==> config.mk <==
export PLATFORM = sky130hd
export DESIGN_NAME = srv_mem_arb
export DESIGN_NICKNAME = d
export VERILOG_FILES = /design/src/rtl/srv_mem_arb.sv
export SDC_FILE = /design/constraint.sdc
export NUM_CORES = 1
export LEC_CHECK = 0
export ABC_AREA = 1
export BUFFER_PORTS_ARGS = -buffer_cell sky130_fd_sc_hd__buf_2
export CORE_ASPECT_RATIO = 0.9
export CORE_MARGIN = 2
export CORE_UTILIZATION = 25
export DETAILED_ROUTE_END_ITERATION = 10
export SLEW_MARGIN = 0
export SYNTH_ARGS = -nofsm -noshare
export SYNTH_HDL_FRONTEND = slang
export SYNTH_SLANG_ARGS = --single-unit
==> constraint.sdc <==
create_clock -name clk -period 1.79 [get_ports clk]
set_clock_uncertainty 0.15 [all_clocks]
set_input_delay 0.537 -clock clk [delete_from_list [all_inputs] [get_ports clk]]
set_output_delay 0.537 -clock clk [all_outputs]
set_load 0.01 [all_outputs]
==> src/rtl/srv_mem_arb.sv <==
// Round-robin arbiter sharing one cache-line refill memory between the I-cache (port 0)
// and the D-cache (port 1), with a watchdog timeout on every memory transaction.
module srv_mem_arb #(
    parameter int AWIDTH  = 32,
    parameter int LINE_W  = 128,
    parameter int TIMEOUT = 64
) (
    input  logic              clk,
    input  logic              rst,
    input  logic              req0_i,
    input  logic [AWIDTH-1:0] addr0_i,
    output logic              rsp0_o,
    input  logic              req1_i,
    input  logic [AWIDTH-1:0] addr1_i,
    output logic              rsp1_o,
    output logic [LINE_W-1:0] data_o,
    output logic              err_o,
    output logic              mem_req_o,
    output logic [AWIDTH-1:0] mem_addr_o,
    input  logic              mem_rsp_i,
    input  logic [LINE_W-1:0] mem_data_i,
    output logic              busy_o
);

    localparam int CW = $clog2(TIMEOUT);
    localparam logic [CW-1:0] CNT_LAST = CW'(TIMEOUT - 1);

    typedef enum logic [1:0] {
        IDLE,
        ISSUE,
        WAIT,
        RESP
    } state_t;

    state_t            state_q, state_d;
    logic              grant_q, grant_d;
    logic              rr_q, rr_d;
    logic              err_q, err_d;
    logic [AWIDTH-1:0] addr_q, addr_d;
    logic [LINE_W-1:0] data_q, data_d;
    logic [CW-1:0]     cnt_q, cnt_d;

    always_ff @(posedge clk) begin
        if (rst) begin
            state_q <= IDLE;
            grant_q <= 1'b0;
            rr_q    <= 1'b0;
            err_q   <= 1'b0;
            addr_q  <= '0;
            data_q  <= '0;
            cnt_q   <= '0;
        end else begin
            state_q <= state_d;
            grant_q <= grant_d;
            rr_q    <= rr_d;
            err_q   <= err_d;
            addr_q  <= addr_d;
            data_q  <= data_d;
            cnt_q   <= cnt_d;
        end
    end

    always_comb begin
        state_d = state_q;
        grant_d = grant_q;
        rr_d    = rr_q;
        err_d   = err_q;
        addr_d  = addr_q;
        data_d  = data_q;
        cnt_d   = cnt_q;
        unique case (state_q)
            IDLE: begin
                if (req0_i || req1_i) begin
                    // A lone requester wins outright; rr_q only breaks ties.
                    if (req0_i && req1_i) begin
                        grant_d = rr_q;
                    end else begin
                        grant_d = req1_i;
                    end
                    rr_d    = ~grant_d;
                    addr_d  = grant_d ? addr1_i : addr0_i;
                    state_d = ISSUE;
                end
            end
            ISSUE: begin
                cnt_d   = '0;
                state_d = WAIT;
            end
            WAIT: begin
                if (mem_rsp_i) begin
                    data_d  = mem_data_i;
                    err_d   = 1'b0;
                    state_d = RESP;
                end else if (cnt_q == CNT_LAST) begin
                    data_d  = '0;
                    err_d   = 1'b1;
                    state_d = RESP;
                end else begin
                    cnt_d = cnt_q + CW'(1);
                end
            end
            RESP: begin
                state_d = IDLE;
            end
            default: begin
                state_d = IDLE;
            end
        endcase
    end

    // Outputs decode registered state only, so no input reaches an output combinationally.
    assign mem_req_o  = (state_q == ISSUE);
    assign mem_addr_o = addr_q;
    assign rsp0_o     = (state_q == RESP) && !grant_q;
    assign rsp1_o     = (state_q == RESP) && grant_q;
    assign data_o     = data_q;
    assign err_o      = (state_q == RESP) && err_q;
    assign busy_o     = (state_q != IDLE);

endmodule

==> impl_metrics.py <==
metrics = {
    "yosys": {
        "synth_top_area_share_pct": 49.40,
        "yosysTopAreaCell": "dfxtp_1",
        "yosys-top-cells-area": "dfxtp_1 (49%), nand2_1 (14%), a21oi_1 (9.6%)",
        "ys.flop_type": "dfxtp_1",
        "synth_top_family_by_area": "simple AND/OR/NAND/NOR gates",
        "synth.area.mux_share_pct": 0,
        "synthSimpleGateAreaFrac_pct": 29.25,
        "yosysUniqueCellTypes": 23,
        "synth_xor_area_share_pct": 0,
        "yosysWarnings": 0,
        "synth_edf_count": 0,
        "synth.net_count": 1067,
        "netlist_instances": 865,
        "synthArstFlopShare_pct": 0,
        "synth-compound-area-share_pct": 12.57,
        "syn_area_mm2": 0.006929,
        "ys_seq_area_share_pct": 49.40,
        "synth_fa_ha_area_share_pct": 0.9029,
        "ys_seq_elements": 171,
        "syn_avg_cell_area_um2": 8.011,
    },
    "detailed_routing": {
        "ant_nets": 0,
        "vias": 7109,
        "drt-initial-drc-count": 325,
        "viasPerCell": 4.505,
        "drc": 0,
        "first_pass_iters": 5,
        "wl_per_cell_um": 14.05,
        "routed_wl_mm": 22.17,
    },
    "setup_path": {
        "crit_family": "buffers and inverters",
        "slowest_delay_ps": 330,
        "cp-end-kind": "output port",
        "rr_startpoint": "state_q[0]",
        "crit_start": "state_q[0]",
        "cp_slowest_cell": "dfxtp_2",
        "start_kind": "flip-flop",
        "cpMostUsedCell": "buf_6",
        "cp.required_ps": 1100,
        "crit_type": "flip-flop to output port",
        "crit_chain": "buf_6 > buf_4 > ha_4 > buf_6",
        "path_buf_inv": 3,
        "arrival_ps": 1260,
        "path_max_fanout": 2,
    },
    "power": {
        "ir_worst_vdd_mv": 0.5798,
        "cellPowerDensity_mw_per_mm2": 1169,
        "leakage_nw": 4.458,
        "power.total_mw": 11.69,
    },
    "global_route": {
        "grt_max_degree": 62,
        "grt_pass1_vias": 6728,
        "grt-ovfl-total": 0,
        "antenna_found_initial": 1,
        "grt_pass1_wl_mm": 35.05,
        "gr-usage-all-layers_pct": 14.75,
    },
    "placed_design": {
        "gp_congestion": 0.8199,
        "hpwl_mm": 15.67,
        "portBuffers": 361,
    },
    "layout": {
        "n_fill_cell": 2853,
        "seqCellArea_mm2": 0.003428,
        "area_growth_pct": 44.33,
        "multi_input_area_mm2": 0.003023,
        "fin_nets": 1413,
        "diodes": 0,
        "final_cell_mix": "buf_2 (356), nand2_1 (256), dfxtp_1 (169), a21oi_1 (132), nand3_1 (98)",
        "final_common_cell": "buf_2",
        "drive_gt1_share_pct": 40.44,
    },
    "clock_tree": {
        "clock_latency_ps": 430,
        "clk_pin_slew_ps": 70,
        "cts.htree.levels": 4,
        "cts_buffers": 17,
        "cts_tree": "done",
        "clock_path_buffers": 2,
        "cts_sinks": 171,
        "ctsRootBufferMaster": "clkbuf_16",
        "cts_hold_buf": 0,
    },
    "status": {
        "violations": "setup timing",
        "status": "complete, but fails checks",
    },
    "floorplanning": {
        "boundaryPins": 362,
        "dieArea_mm2": 0.02907,
        "core_mm2": 0.02710,
        "start_util_pct": 25.57,
        "rows": 57,
        "die_h_um": 161.9,
        "die_w_um": 179.5,
    },
    "timing": {
        "hold_violations": 0,
        "finalSetupViolations": 38,
        "timing.final.crit_share_pct": 108.9,
        "rsz0062_at_grt": "yes",
        "whs_ps": 204.1,
        "layout_setup_ws_ps": -158.8,
        "clock.fmax_mhz": 513.1,
        "slew_viol_final": 0,
        "setup-tns-final_ps": -2217,
        "worst_pin_slew_ps": 290.9,
        "slew_headroom_pct": 80.61,
        "fin_crit_ps": 1949,
    },
    "worst_hold_path": {
        "min_path_type": "primary input to flip-flop",
        "worstHoldStart": "mem_data_i[38]",
    },
    "flow_run": {
        "maxCapViolCount": 0,
    },
}
==> state kept, by name, indices dropped and copies added, names as in the netlist <==
signal	count
data_o	128
cnt_q	6
mem_addr_o	32
grant_q	1
state_q	2
rr_q	1
err_q	1
==> Yosys cell counts (4+ instances only) <==
cell type  count
nand4_1        7
buf_2         22
dfxtp_1      171
a31oi_1       25
nor2_1        11
o21ai_0        4
a21oi_1      133
ha_1           5
inv_1         28
clkbuf_1      25
nand2_1      256
buf_4         18
nand3_1       98
buf_6          8
nand3_2       41
==> worst register-to-register path, stage by stage (launching register included) <==
cell	delay, ps
dfxtp_2	330
inv_1	140
ha_2	270
buf_4	180
nand3_4	180
bufbuf_16	360
nand3_1	80
a21oi_1	60
==> metrics by stage <==
stage / cell area, um2 / utilization [%] / worst slack, ps / instances
floorplan: 6929 / - / 196.0 / 865
global placement: 9289 / 34.28 / 54.71 / 1541
detailed placement: 9289 / 34.28 / -4.509 / 1541
CTS: 9960 / 36.75 / -170.7 / 1576
global route: 10000 / 36.90 / -228.7 / 1578
finish: 10000 / 36.90 / -158.8 / 1578
==> power by group <==
| part | switching [mW] | total [mW] | internal, mW | leakage [nW] |
|---|---|---|---|---|
| combinational | 2.01 | 3.55 | 1.54 | 2.80 |
| clock | 1.62 | 3.58 | 1.96 | 0.266 |
| sequential | 0.261 | 4.56 | 4.30 | 1.39 |
==> what timing repair did <==
item | 4_1_cts | 5_1_grt
cloned | 1 | 0
hold endpoints to repair | 0 | 0
setup buffers | 2 | 2
gates resized for setup | 16 | 7
pin swaps | 1 | 2
endpoints found under the setup margin | 9 | 140
==> final cells by class <==
type / instances / share of cell area (%)
multi-input cells: 590 / 30.23
flip-flops and latches: 171 / 34.28
clock inverters: 13 / 1.189
inverters: 31 / 1.189
well taps: 354 / 4.429
repair buffers: 400 / 24.26
clock buffers: 19 / 4.429
==> final timing paths <==
check | end | slack (ps) | cells after the start
max | mem_req_o | -160 | 4
min | data_o[38] | 200 | 3
min reg2reg | data_o[107] | 320 | 2
max reg2reg | data_o[115] | -60 | 7
==> cell families after synthesis <==
family	Yosys count
adder cells (fa/ha/maj)	5
AO/OA/AOI/OAI	164
AND/OR/NAND/NOR	421
flip-flops	171
buffers and inverters	104
==> per-layer routing <==
| layer | track usage (%) | share of wire, % |
|---|---|---|
| met2 | 24.57 | 49 |
| met5 | 0 | 0.059 |
| met3 | 4.372 | 5.8 |
| met4 | 5.691 | 2.2 |
| met1 | 17.97 | 43 |
Power figures use the tool's default switching activity.
